File: src/rtl/sync_fifo.sv
// Single-clock FIFO with full/empty flags and a combinational head word.
// Push is accepted when full if a pop happens in the same cycle.
module sync_fifo #(
   parameter int WIDTH = 8,
   parameter int DEPTH = 16
) (
   input  logic             clk,
   input  logic             rst_n,
   input  logic             push,
   input  logic [WIDTH-1:0] push_data,
   input  logic             pop,
   output logic [WIDTH-1:0] head,
   output logic             full,
   output logic             empty
);

   localparam int AW = $clog2(DEPTH);

   logic [WIDTH-1:0] mem [DEPTH];
   logic [AW-1:0]    wr_ptr;
   logic [AW-1:0]    rd_ptr;
   logic [AW:0]      count;
   logic             push_ok;
   logic             pop_ok;

   assign full    = (count == (AW+1)'(DEPTH));
   assign empty   = (count == '0);
   assign pop_ok  = pop && !empty;
   assign push_ok = push && (!full || pop_ok);
   assign head    = mem[rd_ptr];

   // Storage carries no reset; only the pointers define what is valid.
   always_ff @(posedge clk) begin
      if (push_ok) mem[wr_ptr] <= push_data;
   end

   always_ff @(posedge clk or negedge rst_n) begin
      if (!rst_n) begin
         wr_ptr <= '0;
         rd_ptr <= '0;
         count  <= '0;
      end else begin
         if (push_ok) wr_ptr <= wr_ptr + AW'(1);
         if (pop_ok)  rd_ptr <= rd_ptr + AW'(1);
         case ({push_ok, pop_ok})
            2'b10:   count <= count + (AW+1)'(1);
            2'b01:   count <= count - (AW+1)'(1);
            default: count <= count;
         endcase
      end
   end

endmodule

File: config.mk
export PLATFORM = sky130hd
export DESIGN_NAME = sync_fifo
export DESIGN_NICKNAME = d
export VERILOG_FILES = /design/src/rtl/sync_fifo.sv
export SDC_FILE = /design/constraint.sdc
export NUM_CORES = 1
export LEC_CHECK = 0
export ABC_AREA = 1
export CORE_MARGIN = 4
export CORE_UTILIZATION = 55
export CTS_CLUSTER_SIZE = 16
export DETAILED_ROUTE_END_ITERATION = 8
export PLACE_DENSITY = 0.85
export SYNTH_ARGS = -nofsm -noshare
export SYNTH_HDL_FRONTEND = slang
export SYNTH_SLANG_ARGS = --single-unit
File: constraint.sdc
create_clock -name clk -period 1.95 [get_ports clk]
set_input_delay 0.2925 -clock clk [delete_from_list [all_inputs] [get_ports clk]]
set_output_delay 0.2925 -clock clk [all_outputs]
set_load 0.05 [all_outputs]
======== Word level (Yosys, flattened, before mapping) ========
Memory sizes are Yosys's and may differ from the RTL's.
Cells that the tools add are included.
word-level totals
  bits in registers ....................... 13
  memory bits (writable) .................. 128
  input port bits ......................... 12
  output and inout port bits .............. 10
  word-level logic and storage cells ...... 21
  memories kept ........................... 1
memories
  memory  depth  width  rd ports  clocked after memory_dff  wr ports  RTL line  RTL
  mem     16     8      1         0                         1         19        logic [WIDTH-1:0] mem [DEPTH];
operators by class
  add/subtract/negate cells ............... 4
  equal/unequal tests ..................... 3
  muxes and demuxes ....................... 3
  reduce and logical (&&, ||, !) cells .... 7
operators with widths
  cell                                              count
  case mux 5 bit (2 select lines)                   1
  adder 4 x 1 -> 4 bit, second input constant       2
  adder 5 x 1 -> 5 bit, second input constant       1
  == test 5 bit, second input constant              1
  zero test 5 bit                                   1
  subtractor 5 x 1 -> 5 bit, second input constant  1
  == test 2 x 1 -> 1 bit, second input constant     1
  == test 2 bit, second input constant              1
  logical AND 1 bit                                 2
  zero test 1 bit                                   2
  2-to-1 mux 1 bit                                  2
  nonzero test 2 bit                                1
  logical OR 1 bit                                  1

======== Logic depth before layout (Yosys ltp) ========
Gate-level depths: netlist of the first run.
  word-level depth ........................ 7
  gate-level depth with buffers ........... 14
  depth with buffers taken out ............ 14

======== Worst setup path before layout of the first run ========
Ideal clock, no wire load.
  path kind ............................... reg-to-reg
  start point ............................. register count[1]
  end point ............................... register count[4]
  setup time .............................. 113 ps
  arrival ................................. 1724 ps
  data required time ...................... 1837 ps
  slack ................................... 113 ps
  cell stages (with the launch flop) ...... 14
  buffers on the path ..................... 0
  period minus slack after synthesis ...... 1837 ps
  cells stage by stage .................... dfrtp_1 > nor2_2 > nand3_2 > nand2_2 > inv_2 > nand2_4 > inv_1 > ha_1 > a21oi_1 > nand3_1 > nand2_1 > nand3_1 > nand2_1 > inv_1
between the ends
  longest elaborated chain between the ends .. 7
  elaborated cells on any way between the ends .. 13
  classes of those cells .................. add/sub: 2; eq/ne: 3; mux: 1; reduce/logical: 7
ends and longest elaborated chain
  what                                                                   RTL line  RTL
  start, declared                                                        22        logic [AW:0] count;
  start signal, assigned                                                 46        2'b10: count <= count + (AW+1)'(1);
  start signal, assigned                                                 47        2'b01: count <= count - (AW+1)'(1);
  start signal, assigned                                                 48        default: count <= count;
  zero test 5 bit                                                        27        assign empty = (count == '0);
  zero test 1 bit                                                        28        assign pop_ok = pop && !empty;
  logical AND 1 bit                                                      28
  logical OR 1 bit                                                       29        assign push_ok = push && (!full || pop_ok);
  logical AND 1 bit                                                      29
  == test 2 x 1 -> 1 bit or == test 2 bit (tied branches)                45        case ({push_ok, pop_ok})
  case mux 5 bit (2 select lines) or nonzero test 2 bit (tied branches)  --
Parallel ways exist; a longest one is shown, timed or not.
A chain may end at the register's enable or synchronous reset.

======== Worst setup path after layout of the first run ========
  start point ............................. register rd_ptr[0]
  end point ............................... output port head[6]
between the ends
  longest elaborated chain between the ends .. 1
ends and longest elaborated chain
  what                    RTL line  RTL
  start, declared         21        logic [AW-1:0] rd_ptr;
  start signal, assigned  44        if (pop_ok) rd_ptr <= rd_ptr + AW'(1);
  memory (16 x 8 bit)     --
  end, declared           12        output logic [WIDTH-1:0] head,
Every way passes these cells.

==> results of run 1 <==
==> metrics by stage <==
step | utilization, % | area [um^2] | setup TNS [ns] | power (W)
final | 71.5 | 7440 | -3.45 | 0.0128
after global routing | 71.5 | 7440 | -4.13 | 0.0133
after CTS | 69.7 | 7260 | -3.20 | 0.0122
after detailed placement | 62.6 | 6520 | -0.102 | 0.00854
after global placement | 62.6 | 6520 | -0.0306 | 0.00832
after floorplan | - | 5960 | 0 | 0.00692
==> kinds of logic (layout without fill, tap and decap cells) <==
family | count (synthesis) | count (layout) | share of synthesized area, %
fa+ha+maj | 9 | 9 | 2.02
simple gates | 157 | 157 | 11.3
flops | 141 | 141 | 70.0
buf+inv | 50 | 125 | 4.37
xor+xnor | 9 | 9 | 1.45
compound gates | 112 | 112 | 10.9
==> flip-flops by register name, summed over array words and instances (netlist names) <==
signal  count
mem       128
count       5
rd_ptr      4
wr_ptr      4
==> worst paths after layout <==
kind                           start         to  slack (ns)
hold reg to reg             count[3]   count[3]        0.59
setup reg to reg            count[3]   count[4]        0.07
max in group asynchronous      rst_n  rd_ptr[0]        1.32
min in group clk                 pop  rd_ptr[0]        0.52
hold / removal                 rst_n  rd_ptr[3]        0.17
setup / recovery           rd_ptr[0]    head[6]       -0.47
==> placed cells by master (no fill, tap or decap), types with 3 or more instances in the layout <==
cell type | Yosys | layout
sky130_fd_sc_hd__a21oi_1 | 12 | 9
sky130_fd_sc_hd__a21oi_2 | 0 | 3
sky130_fd_sc_hd__buf_12 | 0 | 13
sky130_fd_sc_hd__buf_16 | 0 | 3
sky130_fd_sc_hd__buf_4 | 4 | 35
sky130_fd_sc_hd__buf_6 | 3 | 4
sky130_fd_sc_hd__clkbuf_16 | 0 | 18
sky130_fd_sc_hd__clkdlybuf4s50_1 | 0 | 11
sky130_fd_sc_hd__clkinv_4 | 0 | 3
sky130_fd_sc_hd__clkinvlp_4 | 0 | 3
sky130_fd_sc_hd__dfrtp_1 | 13 | 9
sky130_fd_sc_hd__dfrtp_2 | 0 | 4
sky130_fd_sc_hd__edfxtp_1 | 128 | 128
sky130_fd_sc_hd__ha_1 | 8 | 6
sky130_fd_sc_hd__inv_1 | 19 | 18
sky130_fd_sc_hd__inv_6 | 0 | 6
sky130_fd_sc_hd__nand2_1 | 24 | 20
sky130_fd_sc_hd__nand2_2 | 1 | 5
sky130_fd_sc_hd__nand2_4 | 3 | 3
sky130_fd_sc_hd__nand3_1 | 21 | 21
sky130_fd_sc_hd__nand3_2 | 3 | 3
sky130_fd_sc_hd__nor2_1 | 101 | 97
sky130_fd_sc_hd__nor2_2 | 2 | 4
sky130_fd_sc_hd__o211ai_1 | 32 | 32
sky130_fd_sc_hd__o21ai_0 | 62 | 40
sky130_fd_sc_hd__o21ai_1 | 5 | 25
sky130_fd_sc_hd__xor2_1 | 7 | 7
==> timing repair <==
action | 4_1_cts | 5_1_grt
pin swaps | 11 | 14
resized for setup | 24 | 33
gates cloned | 3 | 2
buffers inserted | 3 | 6
endpoints found under the setup margin | 9 | 10
==> where the power goes <==
| part | switching (W) | internal [W] | total (W) |
|---|---|---|---|
| registers | 0.000224 | 0.00371 | 0.00393 |
| clock network | 0.00126 | 0.00184 | 0.00310 |
| logic | 0.00344 | 0.00228 | 0.00572 |
==> area by class of cell <==
type	instances	area, um^2	area share (%)
Timing Repair Buffer	68	811	10.9
Clock buffer	18	418	5.61
Sequential cell	141	4170	56.1
Tap cell	136	170	2.29
Inverter	25	109	1.46
Clock inverter	14	158	2.12
Multi-Input combinational cell	287	1610	21.6
==> per-layer routing <==
layer	wire length, um	vias to the layer above
met4	475	0
li1	-	1839
met2	7810	267
met5	0	-
met3	1240	46
met1	5460	2019
==> cell usage after synthesis (all sizes together) (2+ instances only) <==
master	count
a21oi	12
buf	19
clkbuf	6
clkinv	2
dfrtp	13
edfxtp	128
ha	8
inv	23
nand2	28
nand3	24
nor2	103
o211ai	32
o21ai	68
xor2	8
==> results.json, run 1 <==
{
  "outcome": "complete, but fails checks",
  "failing_checks": "negative setup slack",
  "via_per_inst": 6.05,
  "synthCells": 478,
  "numnets_final": 561,
  "critical-path-top-delay-family": "buffers and inverters",
  "max-slew-margin-rel_pct": 56.1,
  "slowest_stage": "sky130_fd_sc_hd__dfrtp_2",
  "met1_usage_pct": 29.9,
  "final.min_clock_period_ns": 2.42,
  "worst_skew_pair.late_latency_ns": 0.52,
  "floorplan.core_area_um2": 10400,
  "slew_at_the_pin_closest_to_its_max_slew_limit_ns": 0.656,
  "ys_ff_latch": 141,
  "synthToLayoutAreaGrowth_pct": 24.9,
  "final_layout_fill_cell_count": 598,
  "drt_first_pass_iters": 6,
  "route.final.wire_length_mm": 15.0,
  "place_worst_setup_slack_ns": -0.102,
  "layout-drive-gt1-share_pct": 22.4,
  "critical_path_rt_ns": 1.66,
  "critical_path_fanout_max": 10,
  "grt_pass1_vias": 4125,
  "detail_route.drc_violations": 0,
  "detail_route.iter0.violations": 456,
  "place_congestion": 0.853,
  "cts_root_buffer": "sky130_fd_sc_hd__clkbuf_8",
  "detailed_place_hpwl_mm": 8.18,
  "max-clock-path-buffers": 2,
  "row_count": 37,
  "groute.usage.overall_pct": 23.8,
  "tritoncts": "yes",
  "maximum_number_of_pins_on_one_net_before_global_route_repair": 54,
  "layoutNonFillerInstCount": 689,
  "setup_ws_ns": -0.474,
  "hold-worst-slack_ns": 0.172,
  "ys_dominant_reg_cell": "sky130_fd_sc_hd__edfxtp_1",
  "synth.lib_cells_used.distinct": 31,
  "path_clk_slew_ns": 0.06,
  "die_width_um": 112,
  "timing.final.crit_share_pct": 124,
  "power_per_cell_area_nw_per_um2": 1710,
  "postSynth.asyncResetShare_pct": 9.22,
  "grt_overflow": 0,
  "synthTopCellsByArea": "sky130_fd_sc_hd__edfxtp_1 (65%), sky130_fd_sc_hd__nor2_1 (6.4%), sky130_fd_sc_hd__dfrtp_1 (5.5%)",
  "worst_setup_path_start_kind": "flip-flop",
  "antenna_cells_inserted": 0,
  "synth_top_area_share_pct": 64.5,
  "max_freq_mhz": 413,
  "cts_buffers": 17,
  "grt_setup_unrepaired": "yes",
  "cp.arrival_ns": 2.13,
  "count_of_flip_flops_with_a_built_in_enable_after_synthesis": 128,
  "worstPathCellList": "inv_8, buf_12, clkbuf_16, nor2_1, o211ai_1, nand3_1, nand2_1, buf_6",
  "die_area_um2": 12600,
  "setup.worst_path.class": "reg -> out",
  "worst_path_largest_cell_delay_ns": 0.50,
  "grt_pass1_wl_mm": 22.6,
  "ys_seq_area_share_pct": 70.0,
  "cell_count_of_the_worst_reg_to_reg_path": 14,
  "route.antenna.remaining_nets": 0,
  "place_inst": 643,
  "cp.buffers_inverters": 4,
  "synthesis_warning_total": 0,
  "netlist_area_um2": 5960,
  "cp_num_cells": 8,
  "grt.busiest_layer": "met2",
  "final_max_slew_viol_count": 0,
  "port-buffer-count": 21,
  "path_type_of_the_worst_min_delay_path": "in -> async",
  "post_synth.cell_area_avg_um2": 12.5,
  "met2_usage_pct": 40.7,
  "ctsHoldBuffers": 0,
  "floorplan.die.height_um": 112,
  "num_vias": 4171,
  "htree_num_levels": 4,
  "timing.critical_path.to_type": "output pin",
  "met3_usage_pct": 4.91,
  "yosys.area.top_type": "sky130_fd_sc_hd__edfxtp_1",
  "grt_antenna_before_repair": 0,
  "peakVddDrop_mv": 0.989,
  "initial_core_util_pct": 57.2,
  "syn-num-nets": 499,
  "wl_per_cell_um": 21.7,
  "max-cap-violations": 0,
  "timing.final.setup_violations": 8,
  "hold_violations": 0,
  "power.static_leakage_nw": 2.69,
  "pin_count": 22,
  "cts.sinks": 141,
  "finalClockSkew_ns": 0.00555
}
(Power assumes the default switching activity.)
==> run 2, diff against run 1 <==
==> constraint.sdc (replaced) <==
create_clock -name clk -period 1.95 [get_ports clk]
set_input_delay 0.39 -clock clk [delete_from_list [all_inputs] [get_ports clk]]
set_output_delay 0.39 -clock clk [all_outputs]
set_load 0.05 [all_outputs]
==> run 2 against run 1 <==
The flow still finishes with violations (negative setup slack); first-iteration DRC count is 3.9% higher; utilization is 0.61 points higher; combinational power hardly changed; register-to-register slack hardly changed.
==> results.json, run 2 (synthesized netlist as in run 1, its figures left out) <==
{
  "num_vias": 4244,
  "layout_commonest_cell": "sky130_fd_sc_hd__edfxtp_1",
  "path_clk_slew_ns": 0.07,
  "path_type_of_the_worst_min_delay_path": "in -> async",
  "comb_power_share_pct": 44.9,
  "grt_pass1_wl_mm": 22.3,
  "timing.critical_path.to_type": "output pin",
  "power.switching_fraction_pct": 39.5,
  "detail_route.drc_violations": 0,
  "critical_path_fanout_max": 16,
  "power_per_cell_area_nw_per_um2": 1700,
  "cell_count_of_the_worst_reg_to_reg_path": 12,
  "maximum_number_of_pins_on_one_net_before_global_route_repair": 66,
  "die_width_um": 112,
  "tritoncts": "yes",
  "worst_setup_path_start_kind": "flip-flop",
  "cts.sinks": 141,
  "grt_setup_unrepaired": "yes",
  "floorplan.die.height_um": 112,
  "worstReg2RegStart": "count[2]",
  "layout.cells.most_common_list": "sky130_fd_sc_hd__edfxtp_1 (128), sky130_fd_sc_hd__nor2_1 (96), sky130_fd_sc_hd__o21ai_0 (45), sky130_fd_sc_hd__buf_4 (43), sky130_fd_sc_hd__o211ai_1 (32)",
  "floorplan.core_area_um2": 10400,
  "cp.buffers_inverters": 3,
  "setup.worst_path.class": "reg -> out",
  "htree_num_levels": 4,
  "port-buffer-count": 21,
  "max_freq_mhz": 394,
  "worst_path_largest_cell_delay_ns": 0.46,
  "peakVddDrop_mv": 0.999,
  "grt_antenna_before_repair": 0,
  "outcome": "complete, but fails checks",
  "worstPathCellList": "buf_6, clkbuf_16, o21ai_0, o211ai_1, nand3_1, nand2_2, buf_12",
  "post-route-cell-area_um2": 7510,
  "max-cap-violations": 0,
  "numnets_final": 573,
  "largestRegisters": "mem (128), count (5)",
  "regToRegSetupSlack_ns": 0.08,
  "route.final.wire_length_mm": 15.3,
  "setup_total_negative_slack_ns": -4.30,
  "pin_count": 22,
  "ctsHoldBuffers": 0,
  "place_worst_setup_slack_ns": -0.224,
  "drt_first_pass_iters": 5,
  "timing.final.crit_share_pct": 130,
  "die_area_um2": 12600,
  "detailed_place_hpwl_mm": 8.05,
  "hold_violations": 0,
  "final_util_pct": 72.1,
  "max-clock-path-buffers": 2,
  "critical-path-top-delay-family": "buffers and inverters",
  "setup_ws_ns": -0.588,
  "power.static_leakage_nw": 2.74,
  "detail_route.iter0.violations": 474,
  "cts_root_buffer": "sky130_fd_sc_hd__clkbuf_8",
  "timing.final.setup_violations": 8,
  "sequential_cell_area_um2": 4180,
  "layout-drive-gt1-share_pct": 24.1,
  "finalClockSkew_ns": 0.00924,
  "cell_internal_pwr_w": 0.00774,
  "antenna_cells_inserted": 0,
  "largest_register_ff_count": 128,
  "grt_pass1_vias": 4271,
  "failing_checks": "negative setup slack",
  "critical_path_rt_ns": 1.56,
  "detailed_place.area_um2": 6570,
  "via_per_inst": 6.05,
  "synthToLayoutAreaGrowth_pct": 26.0,
  "row_count": 37,
  "worst_setup_path_startpoint": "rd_ptr[0]",
  "cts_buffers": 17,
  "max-slew-margin-rel_pct": 52.0,
  "groute.usage.overall_pct": 23.4,
  "final_max_slew_viol_count": 0,
  "slowest_stage": "sky130_fd_sc_hd__dfrtp_2",
  "worst_skew_pair.late_latency_ns": 0.53,
  "cp_num_cells": 7,
  "wl_per_cell_um": 21.8,
  "power.clock.fraction_pct": 24.1,
  "largest_register": "mem",
  "slew_at_the_pin_closest_to_its_max_slew_limit_ns": 0.718,
  "total_power_w": 0.0128,
  "final_layout_fill_cell_count": 611,
  "total_switching_power_w": 0.00505,
  "final.min_clock_period_ns": 2.54,
  "grt_overflow": 0,
  "cp.arrival_ns": 2.15,
  "multi_input_comb_area_um2": 1610,
  "initial_core_util_pct": 57.2,
  "route.antenna.remaining_nets": 0,
  "place_congestion": 0.839,
  "portion_of_total_power_attributed_to_sequential_cells_pct": 31.0
}
-- run 2: cell count changes in the layout (fill, tap and decap cells not counted), sizes merged --
cell / delta
clkinv: +2
bufinv: -1
clkinvlp: -2
inv: +3
buf: +10
-- run 2: what timing repair did --
action                     4_1_cts  5_1_grt
setup endpoints to repair       11       11
buffers inserted                 4       11
gates cloned                     1        5
gates resized for setup         17       45
pin swaps                        0       35
-- run 2: power by group through the flow --
stage | sequential (W) | clock [W] | combinational, W
floorplan | 0.00388 | 0 | 0.00304
global placement | 0.00394 | 0 | 0.00446
detailed placement | 0.00396 | 0 | 0.00462
CTS | 0.00393 | 0.00308 | 0.00498
global route | 0.00398 | 0.00326 | 0.00614
finish | 0.00396 | 0.00308 | 0.00574
-- run 2: metrics by stage --
stage / hold WS [ns] / cells
after global placement: 0.564 / 648
final: 0.290 / 701
after floorplan: 0.0944 / 478
after global routing: 0.302 / 701
after detailed placement: 0.596 / 648
after CTS: 0.289 / 685
-- run 2: final timing paths --
check,endpoint
max,head[3]
min,rd_ptr[3]
max reg2reg,count[3]
min reg2reg,count[3]
max in group asynchronous,rd_ptr[1]
min in group clk,count[3]
-- run 2: layout make-up --
cell class	count	area share, %
clock inverters	15	2.05
repair inverters	1	0.150
well taps	136	2.27
clock buffers	17	5.52
inverters	25	1.42
flip-flops and latches	141	55.6
multi-input cells	287	21.5
repair buffers	79	11.5
-- run 2: layer usage --
layer / track usage (%) / share of wire (%) / vias up
li1: - / - / 1867
met1: 28.1 / 34 / 2039
met2: 40.6 / 52 / 282
met3: 5.93 / 11 / 56
met4: 8.89 / 3.2 / 0
met5: 0 / 0 / -
